## src/rtl/uart_tx_feeder_if.sv

```systemverilog
// uart_tx_feeder_if: byte-write side and transmitter handshake of the UART TX feeder.
// The slave modport is the feeder itself. The master modport is the surrounding
// system: the application that writes bytes and the transmitter that reports
// tx_active.
interface uart_tx_feeder_if #(
   parameter int ADDR_W = 4
);
   logic              wr_en;
   logic [7:0]        wr_data;
   logic              full;
   logic              empty;
   logic [ADDR_W:0]   count;
   logic              tx_dv;
   logic [7:0]        tx_byte;
   logic              tx_active;
   logic              busy;
   logic              done;
   logic              ovf;

   modport slave (
      input  wr_en, wr_data, tx_active,
      output full, empty, count, tx_dv, tx_byte, busy, done, ovf
   );

   modport master (
      output wr_en, wr_data, tx_active,
      input  full, empty, count, tx_dv, tx_byte, busy, done, ovf
   );
endinterface

```

## src/rtl/uart_tx_feeder.sv

```systemverilog
// uart_tx_feeder: circular byte FIFO plus a four-state sequencer that hands bytes
// to a UART transmitter one at a time. Each byte is issued with a one-cycle tx_dv
// pulse. The next byte is not issued until the transmitter has raised and then
// dropped tx_active.
// Optional feature: define UART_TX_FEEDER_OVF_EN to build the sticky overflow flag.
// Without it, ovf is tied to 0. Writes while full are dropped in both builds.
module uart_tx_feeder #(
   parameter int DEPTH  = 16,
   parameter int ADDR_W = 4
) (
   input logic             clk,
   input logic             rst_n,
   uart_tx_feeder_if.slave bus
);

   typedef enum logic [1:0] {
      IDLE      = 2'd0,
      ISSUE     = 2'd1,
      WAIT_ACT  = 2'd2,
      WAIT_DONE = 2'd3
   } stateT;

   localparam logic [ADDR_W:0]   FULL_CNT = (ADDR_W+1)'(DEPTH);
   localparam logic [ADDR_W:0]   CNT_ONE  = (ADDR_W+1)'(1);
   localparam logic [ADDR_W-1:0] PTR_ONE  = ADDR_W'(1);

   stateT             state;
   stateT             stateNext;

   logic [7:0]        mem [DEPTH];
   logic [ADDR_W-1:0] wrPtr;
   logic [ADDR_W-1:0] rdPtr;
   logic [ADDR_W:0]   cnt;
   logic [ADDR_W:0]   cntNext;
   logic              fullQ;
   logic              emptyQ;

   logic [7:0]        txByteQ;
   logic              txDvQ;
   logic              doneQ;

   logic              pushNow;
   logic              popNow;
   logic              txDvNext;
   logic              doneNext;

   // A write while full is dropped even if a pop frees a slot on the same edge.
   assign pushNow = bus.wr_en && !fullQ;

   // State register; reset returns to IDLE at once, whatever is in flight.
   always_ff @(posedge clk or negedge rst_n) begin
      if (!rst_n) begin
         state <= IDLE;
      end else begin
         state <= stateNext;
      end
   end

   // Next-state logic: pop and raise tx_dv leaving IDLE, and pulse done when the
   // transmitter's active flag has fallen.
   always_comb begin
      stateNext = state;
      popNow    = 1'b0;
      txDvNext  = 1'b0;
      doneNext  = 1'b0;
      case (state)
         IDLE: begin
            if (!emptyQ) begin
               popNow    = 1'b1;
               txDvNext  = 1'b1;
               stateNext = ISSUE;
            end
         end
         ISSUE: begin
            stateNext = WAIT_ACT;
         end
         WAIT_ACT: begin
            if (bus.tx_active) begin
               stateNext = WAIT_DONE;
            end
         end
         WAIT_DONE: begin
            if (!bus.tx_active) begin
               doneNext  = 1'b1;
               stateNext = IDLE;
            end
         end
         default: begin
            stateNext = IDLE;
         end
      endcase
   end

   // Occupancy after this edge: a simultaneous push and pop cancel out.
   always_comb begin
      cntNext = cnt;
      case ({pushNow, popNow})
         2'b10:   cntNext = cnt + CNT_ONE;
         2'b01:   cntNext = cnt - CNT_ONE;
         default: cntNext = cnt;
      endcase
   end

   // Pointers, count and the registered full/empty flags.
   always_ff @(posedge clk or negedge rst_n) begin
      if (!rst_n) begin
         wrPtr  <= '0;
         rdPtr  <= '0;
         cnt    <= '0;
         fullQ  <= 1'b0;
         emptyQ <= 1'b1;
      end else begin
         if (pushNow) begin
            wrPtr <= wrPtr + PTR_ONE;
         end
         if (popNow) begin
            rdPtr <= rdPtr + PTR_ONE;
         end
         cnt    <= cntNext;
         fullQ  <= (cntNext == FULL_CNT);
         emptyQ <= (cntNext == '0);
      end
   end

   // Byte storage is never reset; only pointers and count define its contents.
   always_ff @(posedge clk) begin
      if (pushNow) begin
         mem[wrPtr] <= bus.wr_data;
      end
   end

   // Transmitter-side outputs: tx_byte holds the last issued byte, while tx_dv and
   // done are single-cycle pulses cleared asynchronously by reset.
   always_ff @(posedge clk or negedge rst_n) begin
      if (!rst_n) begin
         txByteQ <= 8'h00;
         txDvQ   <= 1'b0;
         doneQ   <= 1'b0;
      end else begin
         if (popNow) begin
            txByteQ <= mem[rdPtr];
         end
         txDvQ <= txDvNext;
         doneQ <= doneNext;
      end
   end

`ifdef UART_TX_FEEDER_OVF_EN
   logic ovfQ;

   // Sticky overflow: any write attempt while full sets it; only reset clears it.
   always_ff @(posedge clk or negedge rst_n) begin
      if (!rst_n) begin
         ovfQ <= 1'b0;
      end else if (bus.wr_en && fullQ) begin
         ovfQ <= 1'b1;
      end
   end

   assign bus.ovf = ovfQ;
`else
   assign bus.ovf = 1'b0;
`endif

   assign bus.full    = fullQ;
   assign bus.empty   = emptyQ;
   assign bus.count   = cnt;
   assign bus.tx_dv   = txDvQ;
   assign bus.tx_byte = txByteQ;
   assign bus.busy    = (state != IDLE);
   assign bus.done    = doneQ;

endmodule

```

## src/flat_wrapper.sv

```systemverilog
// flat-port wrapper written by rule: the top's interface ports become plain ports
module uart_tx_feeder_flat 
#(
   parameter int DEPTH  = 16,
   parameter int ADDR_W = 4
)
  (clk, rst_n, bus_wr_en, bus_wr_data, bus_tx_active, bus_full, bus_empty, bus_count, bus_tx_dv, bus_tx_byte, bus_busy, bus_done, bus_ovf);
  uart_tx_feeder_if #(.ADDR_W(ADDR_W)) bus_i ();
  input logic clk;
  input logic rst_n;
  input wire logic [$bits(bus_i.wr_en)-1:0] bus_wr_en;
  input wire logic [$bits(bus_i.wr_data)-1:0] bus_wr_data;
  input wire logic [$bits(bus_i.tx_active)-1:0] bus_tx_active;
  output wire logic [$bits(bus_i.full)-1:0] bus_full;
  output wire logic [$bits(bus_i.empty)-1:0] bus_empty;
  output wire logic [$bits(bus_i.count)-1:0] bus_count;
  output wire logic [$bits(bus_i.tx_dv)-1:0] bus_tx_dv;
  output wire logic [$bits(bus_i.tx_byte)-1:0] bus_tx_byte;
  output wire logic [$bits(bus_i.busy)-1:0] bus_busy;
  output wire logic [$bits(bus_i.done)-1:0] bus_done;
  output wire logic [$bits(bus_i.ovf)-1:0] bus_ovf;
  assign bus_i.wr_en = bus_wr_en;
  assign bus_i.wr_data = bus_wr_data;
  assign bus_i.tx_active = bus_tx_active;
  assign bus_full = bus_i.full;
  assign bus_empty = bus_i.empty;
  assign bus_count = bus_i.count;
  assign bus_tx_dv = bus_i.tx_dv;
  assign bus_tx_byte = bus_i.tx_byte;
  assign bus_busy = bus_i.busy;
  assign bus_done = bus_i.done;
  assign bus_ovf = bus_i.ovf;
  uart_tx_feeder #(.DEPTH(DEPTH), .ADDR_W(ADDR_W)) u_core (.clk(clk), .rst_n(rst_n), .bus(bus_i));
endmodule
```

## config.mk

```make
export PLATFORM = sky130hd
export DESIGN_NAME = uart_tx_feeder_flat
export DESIGN_NICKNAME = d
export VERILOG_FILES = /design/src/rtl/uart_tx_feeder_if.sv /design/src/rtl/uart_tx_feeder.sv /design/src/flat_wrapper.sv
export SDC_FILE = /design/constraint.sdc
export NUM_CORES = 1
export LEC_CHECK = 0
export ABC_CLOCK_PERIOD_IN_PS = 7600
export CORE_UTILIZATION = 28
export CTS_BUF_LIST = sky130_fd_sc_hd__clkbuf_8
export DETAILED_ROUTE_END_ITERATION = 7
export PLACE_DENSITY_LB_ADDON = 0.25
export SYNTH_ARGS = -nofsm -noshare
export SYNTH_HDL_FRONTEND = slang
export SYNTH_SLANG_ARGS = --single-unit
```

## constraint.sdc

```tcl
create_clock -name clk -period 7.6 [get_ports clk]
set_input_delay 1.52 -clock clk [delete_from_list [all_inputs] [get_ports clk]]
set_output_delay 1.52 -clock clk [all_outputs]
set_load 0.005 [all_outputs]
```

* Word-level counts from Yosys, hierarchy flattened
Memory sizes are Yosys's and may differ from the RTL's. A register that Yosys moved wholly into a read port is not among the register bits. Cells that the tools add are included.
Word-level totals: register bits after elaboration 19, bits in latches 0, RAM bits 128, memory bits (read-only) 0, input port bits 12, output and inout port bits 19, logic and storage cells 40, memories kept 1
Memory list:
- u_core.mem | words 16, bits a word 8, read ports 1, clocked after memory_dff 1, write ports 1, RTL line uart_tx_feeder.sv:30 | logic [7:0] mem [DEPTH];
Operators by class: add/subtract/negate cells 4, multipliers 0, div/mod/pow operators 0, order comparisons 0, eq/ne operators 9, shift operators 0, multiplexer cells 11, bitwise gates (word level) 0, reduce and logical (&&, ||, !) cells 7
Operators by type and width (number):
- $pmux W5 S2 | 1
- $add A4 B1 Y4 const B | 2
- $pmux W2 S4 | 1
- $eq A2 B2 Y1 const B | 3
- $mux W1 | 6
- $mux W2 | 3
- $ne A2 B2 Y1 const B | 3
- $add A5 B1 Y5 const B | 1
- $eq A5 B5 Y1 const B | 1
- $logic_not A5 Y1 | 1
- $sub A5 B1 Y5 const B | 1
- $eq A2 B1 Y1 const B | 2
- $reduce_and A3 Y1 | 1
- $logic_not A1 Y1 | 2
- $logic_not A2 Y1 | 1
- $reduce_bool A2 Y1 | 1
- $logic_and A1 B1 Y1 | 1

* Logic depth before layout (Yosys ltp)
Gate-level depths: netlist of the first run.
word-level depth 5, depth in mapped cells 12

* Least setup slack after synthesis of the first run
No wires, ideal clock.
kind input -> register, start point input port bus_wr_en, end point register u_core.fullQ, in the netlist u_core.bus.full, arrival 3.321 ns, required time 7.520 ns, path slack 4.199 ns, stages 11, path buffers 1, cell sequence nor2b_4 > buf_6 > inv_6 > nand2_1 > xnor2_1 > ha_1 > a21o_1 > a21o_1 > a2111o_1 > a31o_1 > nor3b_2
Between the ends: cells in the longest elaborated chain, start to end 4, elaborated cells between the ends (all ways) 5, classes of those cells eq/ne (3); mux (1); reduce/logical (1)
RTL lines:
- start, declared | RTL line flat_wrapper.sv:11 | input wire logic [$bits(bus_i.wr_en)-1:0] bus_wr_en;
- $logic_and A1 B1 Y1 (*) | RTL line uart_tx_feeder.sv:48 | assign pushNow = bus.wr_en && !fullQ;
- $eq A2 B1 Y1 / $eq A2 B2 Y1 (equally long branches) | RTL line uart_tx_feeder.sv:97 | case ({pushNow, popNow})
- $pmux W5 S2 (*) | RTL line uart_tx_feeder.sv:97
- $eq A5 B5 Y1 (*) | RTL line uart_tx_feeder.sv:120 | fullQ <= (cntNext == FULL_CNT);
- end signal, assigned | RTL line uart_tx_feeder.sv:120
- end, declared | RTL line uart_tx_feeder.sv:35 | logic fullQ;
Mark *: on every way between the ends. The rest lies on a longest branch, timed or not. A chain may end at the register's enable or synchronous reset.

* Worst setup path in the final report of the first run
start point input port bus_wr_en, end point register u_core.emptyQ, in the netlist u_core.bus.empty
Between the ends: cells in the longest elaborated chain, start to end 4, elaborated cells between the ends (all ways) 5, classes of those cells eq/ne (2); mux (1); reduce/logical (2)
RTL lines:
- $logic_and A1 B1 Y1 (*) | RTL line uart_tx_feeder.sv:48
- $eq A2 B1 Y1 / $eq A2 B2 Y1 (equally long branches) | RTL line uart_tx_feeder.sv:97
- $pmux W5 S2 (*) | RTL line uart_tx_feeder.sv:97
- $logic_not A5 Y1 (*) | RTL line uart_tx_feeder.sv:121 | emptyQ <= (cntNext == '0);
- end signal, assigned | RTL line uart_tx_feeder.sv:121
- end, declared | RTL line uart_tx_feeder.sv:36 | logic emptyQ;
Marked as above.

==> results.sh, run 1 <==
export IMPL_run_status="finished clean"
export IMPL_cts_hold_repair_buffers=0
export IMPL_synth_top_flop_cell="edfxtp_1"
export IMPL_layout_cells_most_common="edfxtp_1"
export IMPL_grt_pass1_vias=3571
export IMPL_grt_ovfl_total=0
export IMPL_synth_seq_area_share=0.701
export IMPL_netSwitchingFraction=0.334
export IMPL_grtUsageTotal=0.120
export IMPL_max_freq_mhz=275
export IMPL_synth_area_leaders="edfxtp_1 (60%), dfrtp_1 (10%), mux4_2 (8.4%)"
export IMPL_power_per_cell_area_mw_per_mm2=365
export IMPL_timing_final_setup_violations=0
export IMPL_setup_tns_final_ns=0
export IMPL_worst_pin_slew_ns=0.711
export IMPL_setup_worst_path_class="in2reg"
export IMPL_vdd_drop_max_uv=128
export IMPL_detail_route_first_pass_iterations=4
export IMPL_gp_routability_congestion=0.775
export IMPL_synth_enable_flop_cells=128
export IMPL_synth_area_per_cell_um2=17.2
export IMPL_clock_tree_from_tritoncts="done"
export IMPL_io_buf_count=29
export IMPL_post_route_cells_drive_above_1_share=0.163
export IMPL_die_area_mm2=0.0236
export IMPL_detailed_place_area_mm2=0.00701
export IMPL_die_width_um=154
export IMPL_reg2reg_depth=12
export IMPL_crit_start="bus_wr_en"
export IMPL_comb_power_share=0.340
export IMPL_routed_wl_um=13100
export IMPL_clk_transition_reported_paths_ns=0.09
export IMPL_fin_hold_ws_ns=0.496
export IMPL_synth_area_mm2=0.00645
export IMPL_async_reset_ff_frac=0.174
export IMPL_post_cts_setup_buffers=0
export IMPL_cts_root_buffer="clkbuf_8"
export IMPL_dpl_cell_count=671
export IMPL_stdcell_area_mm2=0.00739
export IMPL_num_nets_final=429
export IMPL_num_fill_cells=2148
export IMPL_die_h_um=154
export IMPL_worst_setup_path_end_kind="register"
export IMPL_antenna_left=0
export IMPL_layout_cells_non_filler=702
export IMPL_cp_required_ns=7.97
export IMPL_r2r_end="u_core.bus.empty"
export IMPL_largest_clock_skew_in_the_final_design_ns=0.0120
export IMPL_max_slew_margin=0.526
export IMPL_timing_hold_violations_final=0
export IMPL_leakage_power_nw=2.52
export IMPL_switchingPower_mw=0.901
export IMPL_synth_largest_area_cell="edfxtp_1"
export IMPL_worstHoldPathType="reg2reg"
export IMPL_ys_seq_elements=155
export IMPL_post_synth_num_cell_types=44
export IMPL_crit_path_end="u_core.bus.empty"
export IMPL_syn_nets=398
export IMPL_r2r_setup_slack_ns=4.36
export IMPL_arrival_ns=4.01
export IMPL_hpwlAfterDp_um=8400
export IMPL_num_vias=3277
export IMPL_placeableCoreArea_mm2=0.0226
export IMPL_antennaDiodeCount=0
export IMPL_clk_network_pwr_share=0.224
export IMPL_detailedPlace_worstSlack_ns=3.51
export IMPL_cts_num_sinks=155
export IMPL_path_max_fanout=10
export IMPL_grt_first_pass_wirelength_um=20900
export IMPL_finalCritPeriodShare=0.478
export IMPL_seq_power_share=0.436
export IMPL_clk_insertion_delay_late_ns=0.45
export IMPL_clock_tree_buffer_depth=2
export IMPL_num_rows=55
export IMPL_cts_repair_resize_count=0
export IMPL_power_internal_mw=1.79
export IMPL_layout_area_overhead_vs_synth_pct=14.6
export IMPL_cts_buffers_inserted=17
export IMPL_initial_core_util=0.285
export IMPL_regToRegStartpoint="u_core.state[0]"
export IMPL_cp_start_kind="primary input"
export IMPL_route_detailed_drc=0
export IMPL_synth_warning_count=0
export IMPL_maxCapViolCount=0
export IMPL_ctsHtreeMaxLevel=4
export IMPL_grt_setup_unrepaired="false"
export IMPL_postLayoutSetupSlackWorst_ns=3.97
export IMPL_most_common_layout_cells="edfxtp_1 (128), clkdlybuf4s50_1 (29), nand2_1 (26)"
export IMPL_syn_instance_count=374
export IMPL_wl_per_cell_um=18.7
export IMPL_maximum_number_of_pins_on_one_net_before_global_route_repair=29
export IMPL_maxSlewViolCount=0
export IMPL_grt_antenna_before_repair=0
export IMPL_route_detailed_vias_per_inst=4.67
export IMPL_pin_count=31
export IMPL_detailedRoute_firstIterationViolations=241
export IMPL_post_synth_top_area_fraction=0.596
export IMPL_min_period_ns=3.64
==> through the flow <==
stage | total power [mW] | utilization
6_report | 2.69 | 0.326
5_1_grt | 2.86 | 0.326
4_1_cts | 2.74 | 0.326
3_5_place_dp | 2.13 | 0.310
3_3_place_gp | 2.11 | 0.310
2_1_floorplan | 1.83 | -
==> how the worst min path moves through the flow <==
stage,from,slack (ns),to,depth (start not counted)
final,u_core.bus.tx_byte[5],0.50,u_core.bus.tx_byte[5],1
after global routing,u_core.bus.tx_byte[0],0.52,u_core.bus.tx_byte[0],1
after CTS,u_core.bus.tx_byte[5],0.50,u_core.bus.tx_byte[5],1
after detailed placement,u_core.bus.tx_byte[5],0.48,u_core.bus.tx_byte[5],1
after global placement,u_core.bus.tx_byte[3],0.47,u_core.bus.tx_byte[3],1
after floorplan,u_core.bus.tx_byte[0],0.49,u_core.bus.tx_byte[0],1
==> cell type report <==
class                      instances  area, um2  share of cell area
sequential                       155       4520               0.612
multi-input combinational        186       1760               0.238
tap                              285        357              0.0483
timing repair buffer              33        320              0.0433
clock buffer                      17        234              0.0317
clock inverter                    14        146              0.0198
inverter                          12       50.0             0.00677
==> cell usage after synthesis, types with 4 or more instances <==
cell         n
mux2i_1     24
ha_1        12
o211ai_1    10
a21oi_1      4
nand3_1      5
nand2_1     26
clkbuf_1     4
buf_4        5
o21a_1       9
o2111ai_1   10
inv_1       10
xnor2_1      9
edfxtp_1   128
nor2_1       4
nor2b_1      4
dfrtp_1     26
mux4_2      24
buf_2        9
and2_1      17
==> flip-flops by register name, summed over array words and instances, names as in the netlist <==
register and cells:
u_core.bus.count 5, u_core.mem 128, u_core.bus.tx_byte 8, u_core.state 2, u_core.wrPtr 4, u_core.bus.empty 1
u_core.bus.tx_dv 1, u_core.bus.full 1, u_core.rdPtr 4, u_core.bus.done 1
==> cells by family after synthesis <==
group | count (synthesis) | synth area share
other | 1 | 0.000582
xor gates and xnor gates | 9 | 0.0122
and+or+nand+nor | 71 | 0.0592
buffers and inverters | 33 | 0.0258
AOI/OAI and AO/OA | 43 | 0.0532
DFF | 155 | 0.701
adders and majority gates | 12 | 0.0233
muxes | 50 | 0.125
==> layer usage <==
metal  track usage  share of wire  up-vias
met5             0              0        -
met4        0.0514          0.015        0
met3        0.0245          0.019       17
met2         0.205           0.50       44
met1         0.149           0.46     1708
li1              -              -     1508
==> critical path, stage by stage <==
cell and delay, ns:
clkdlybuf4s50_1 0.46, nor2b_4 0.31, inv_6 0.08, nand2_1 0.15, xnor2_1 0.09, ha_1 0.21
a21o_1 0.19, a21o_1 0.18, a2111o_1 0.41, a31o_1 0.25, nor3_1 0.16
==> power by group through the flow <==
stage	clock network, mW	registers [mW]	logic, mW
finish	0.605	1.17	0.915
global route	0.654	1.20	1.01
CTS	0.624	1.18	0.937
detailed placement	0	1.20	0.936
global placement	0	1.19	0.920
floorplan	0	1.13	0.691
Power figures use the tool's default switching activity.
==> run 2: changes to the inputs <==
--- a/config.mk
+++ b/config.mk
@@ -5,7 +5,7 @@
 export SDC_FILE = /design/constraint.sdc
 export NUM_CORES = 1
 export LEC_CHECK = 0
-export ABC_CLOCK_PERIOD_IN_PS = 7600
+export ABC_CLOCK_PERIOD_IN_PS = 3800
 export CORE_UTILIZATION = 28
 export CTS_BUF_LIST = sky130_fd_sc_hd__clkbuf_8
 export DETAILED_ROUTE_END_ITERATION = 7
==> constraint.sdc (replaced) <==
create_clock -name clk -period 3.8 [get_ports clk]
set_input_delay 0.76 -clock clk [delete_from_list [all_inputs] [get_ports clk]]
set_output_delay 0.76 -clock clk [all_outputs]
set_load 0.005 [all_outputs]
==> run 2 against run 1 <==
  * Global-route usage is 0.34 points lower
  * Sequential share of layout area fell by 0.32 points
  * Non-clock buffer count is the same
  * Routed wire length is 1.8% lower
  * Final cell count up 0.14%
  * Core utilization up 0.17 points
  * Combinational power up 95%
  * Clock-buffer cell count unchanged
  * Via count decreased by 0.64%
  * Critical path type is now reg2reg
  * Critical endpoint unchanged
==> results.sh, run 2 (synthesis gave the netlist of run 1 again) <==
export IMPL_run_status="finished clean"
export IMPL_antennaDiodeCount=0
export IMPL_largest_clock_skew_in_the_final_design_ns=0.00979
export IMPL_grt_antenna_before_repair=0
export IMPL_vdd_drop_max_uv=307
export IMPL_clock_tree_from_tritoncts="done"
export IMPL_cp_start_kind="register"
export IMPL_switchingPower_mw=1.83
export IMPL_hpwlAfterDp_um=8390
export IMPL_wl_per_cell_um=18.3
export IMPL_clk_network_pwr_share=0.239
export IMPL_path_max_fanout=27
export IMPL_max_freq_mhz=313
export IMPL_finish_utilization=0.328
export IMPL_routed_wl_um=12900
export IMPL_grt_setup_unrepaired="false"
export IMPL_maximum_number_of_pins_on_one_net_before_global_route_repair=29
export IMPL_detailedRoute_firstIterationViolations=247
export IMPL_timing_final_setup_violations=0
export IMPL_num_vias=3256
export IMPL_cts_root_buffer="clkbuf_8"
export IMPL_initial_core_util=0.285
export IMPL_cp_slowest_stage_delay_ns=0.43
export IMPL_seq_power_share=0.436
export IMPL_io_buf_count=29
export IMPL_largest_register_ffs=128
export IMPL_arrival_ns=3.56
export IMPL_die_width_um=154
export IMPL_cp_required_ns=4.17
export IMPL_route_detailed_drc=0
export IMPL_detail_route_first_pass_iterations=4
export IMPL_gp_routability_congestion=0.738
export IMPL_comb_power_share=0.325
export IMPL_clock_tree_buffer_depth=2
export IMPL_finalCritPeriodShare=0.840
export IMPL_netSwitchingFraction=0.333
export IMPL_layout_area_overhead_vs_synth_pct=15.2
export IMPL_die_area_mm2=0.0236
export IMPL_grt_pass1_vias=3380
export IMPL_max_slew_margin=0.519
export IMPL_stdcell_area_mm2=0.00743
export IMPL_pin_count=31
export IMPL_setup_worst_path_class="reg2reg"
export IMPL_post_route_cells_drive_above_1_share=0.165
export IMPL_leakage_power_nw=2.53
export IMPL_worst_setup_path_end_kind="register"
export IMPL_largest_register="u_core.mem"
export IMPL_grt_first_pass_wirelength_um=20300
export IMPL_clk_insertion_delay_late_ns=0.46
export IMPL_detail_route_wirelength_met1_um=5890
export IMPL_layout_cells_most_common="edfxtp_1"
export IMPL_num_nets_final=429
export IMPL_power_internal_mw=3.66
export IMPL_route_detailed_vias_per_inst=4.63
export IMPL_die_h_um=154
export IMPL_worstHoldPathType="reg2reg"
export IMPL_met3_length_um=365
export IMPL_antenna_left=0
export IMPL_cts_repair_resize_count=0
export IMPL_post_cts_setup_buffers=0
export IMPL_num_rows=55
export IMPL_maxCapViolCount=0
export IMPL_most_common_layout_cells="edfxtp_1 (128), clkdlybuf4s50_1 (29), nand2_1 (26)"
export IMPL_maxSlewViolCount=0
export IMPL_timing_hold_violations_final=0
export IMPL_cts_num_sinks=155
export IMPL_critical_path_slowest_cell="inv_2"
export IMPL_cts_hold_repair_buffers=0
export IMPL_grt_ovfl_total=0
export IMPL_clk_transition_reported_paths_ns=0.09
export IMPL_grtUsageTotal=0.117
export IMPL_placeableCoreArea_mm2=0.0226
export IMPL_ctsHtreeMaxLevel=4
export IMPL_setup_tns_final_ns=0
export IMPL_worstPathCellList="inv_1 > ha_1 > nand2b_1 > inv_2 > nand2_1 > xnor2_1 > ha_1 > a21o_1 > a21o_1 > a2111o_1 > a31o_1 > nor3_1"
export IMPL_min_period_ns=3.19
export IMPL_post_layout_total_power_mw=5.49
export IMPL_worst_pin_slew_ns=0.721
export IMPL_detailed_place_area_mm2=0.00701
export IMPL_power_per_cell_area_mw_per_mm2=740
export IMPL_met2WireLength_um=6410
export IMPL_cts_buffers_inserted=17
export IMPL_dr_max_layer_used="met4"
[run 2: final cells by class]
cell class | count | area, um2
inverters | 12 | 50.0
flip-flops and latches | 155 | 4520
repair buffers | 33 | 320
fillers | 2125 | 15200
clock buffers | 17 | 234
multi-input cells | 186 | 1760
well taps | 285 | 357
clock inverters | 15 | 185
[run 2: power by group through the flow]
| stage | combinational, mW | sequential [mW] | clock, mW |
|---|---|---|---|
| 2_1_floorplan | 1.38 | 2.27 | 0 |
| 3_3_place_gp | 1.79 | 2.43 | 0 |
| 3_5_place_dp | 1.82 | 2.43 | 0 |
| 5_1_grt | 1.98 | 2.43 | 1.41 |
| 4_1_cts | 1.82 | 2.39 | 1.35 |
| 6_report | 1.78 | 2.39 | 1.32 |
[run 2: path summary, 6_finish.rpt]
kind                                        from                    end  slack (ns)  depth (start not counted)
max in group asynchronous                  rst_n  u_core.bus.tx_byte[1]        2.40                          2
min in group asynchronous                  rst_n        u_core.bus.done        0.72                          1
setup reg to reg                 u_core.state[0]       u_core.bus.empty        0.61                         12
hold / removal             u_core.bus.tx_byte[5]  u_core.bus.tx_byte[5]        0.50                          1
setup / recovery                 u_core.state[0]       u_core.bus.empty        0.61                         12
hold reg to reg            u_core.bus.tx_byte[5]  u_core.bus.tx_byte[5]        0.50                          1
[run 2: layer usage]
layer,track usage,vias up
met3,0.0248,17
met5,0,-
met4,0.0471,0
met2,0.193,43
li1,-,1514
met1,0.150,1682
[run 2: worst max-delay path: cells and delay by family, from the launching register on]
family / cells / cell delay, ns
AO/OA/AOI/OAI: 4 / 1.02
buffers and inverters: 2 / 0.55
AND/OR/NAND/NOR: 3 / 0.54
adder cells (fa/ha/maj): 2 / 0.43
flip-flops: 1 / 0.39
XOR/XNOR: 1 / 0.17
[run 2: through the flow]
step	instances	hold slack [ns]	worst slack, ns
5_1_grt	703	0.517	0.276
6_report	703	0.497	0.608
3_5_place_dp	671	0.480	0.508
3_3_place_gp	671	0.478	0.579
4_1_cts	703	0.500	0.606
2_1_floorplan	374	0.464	1.16
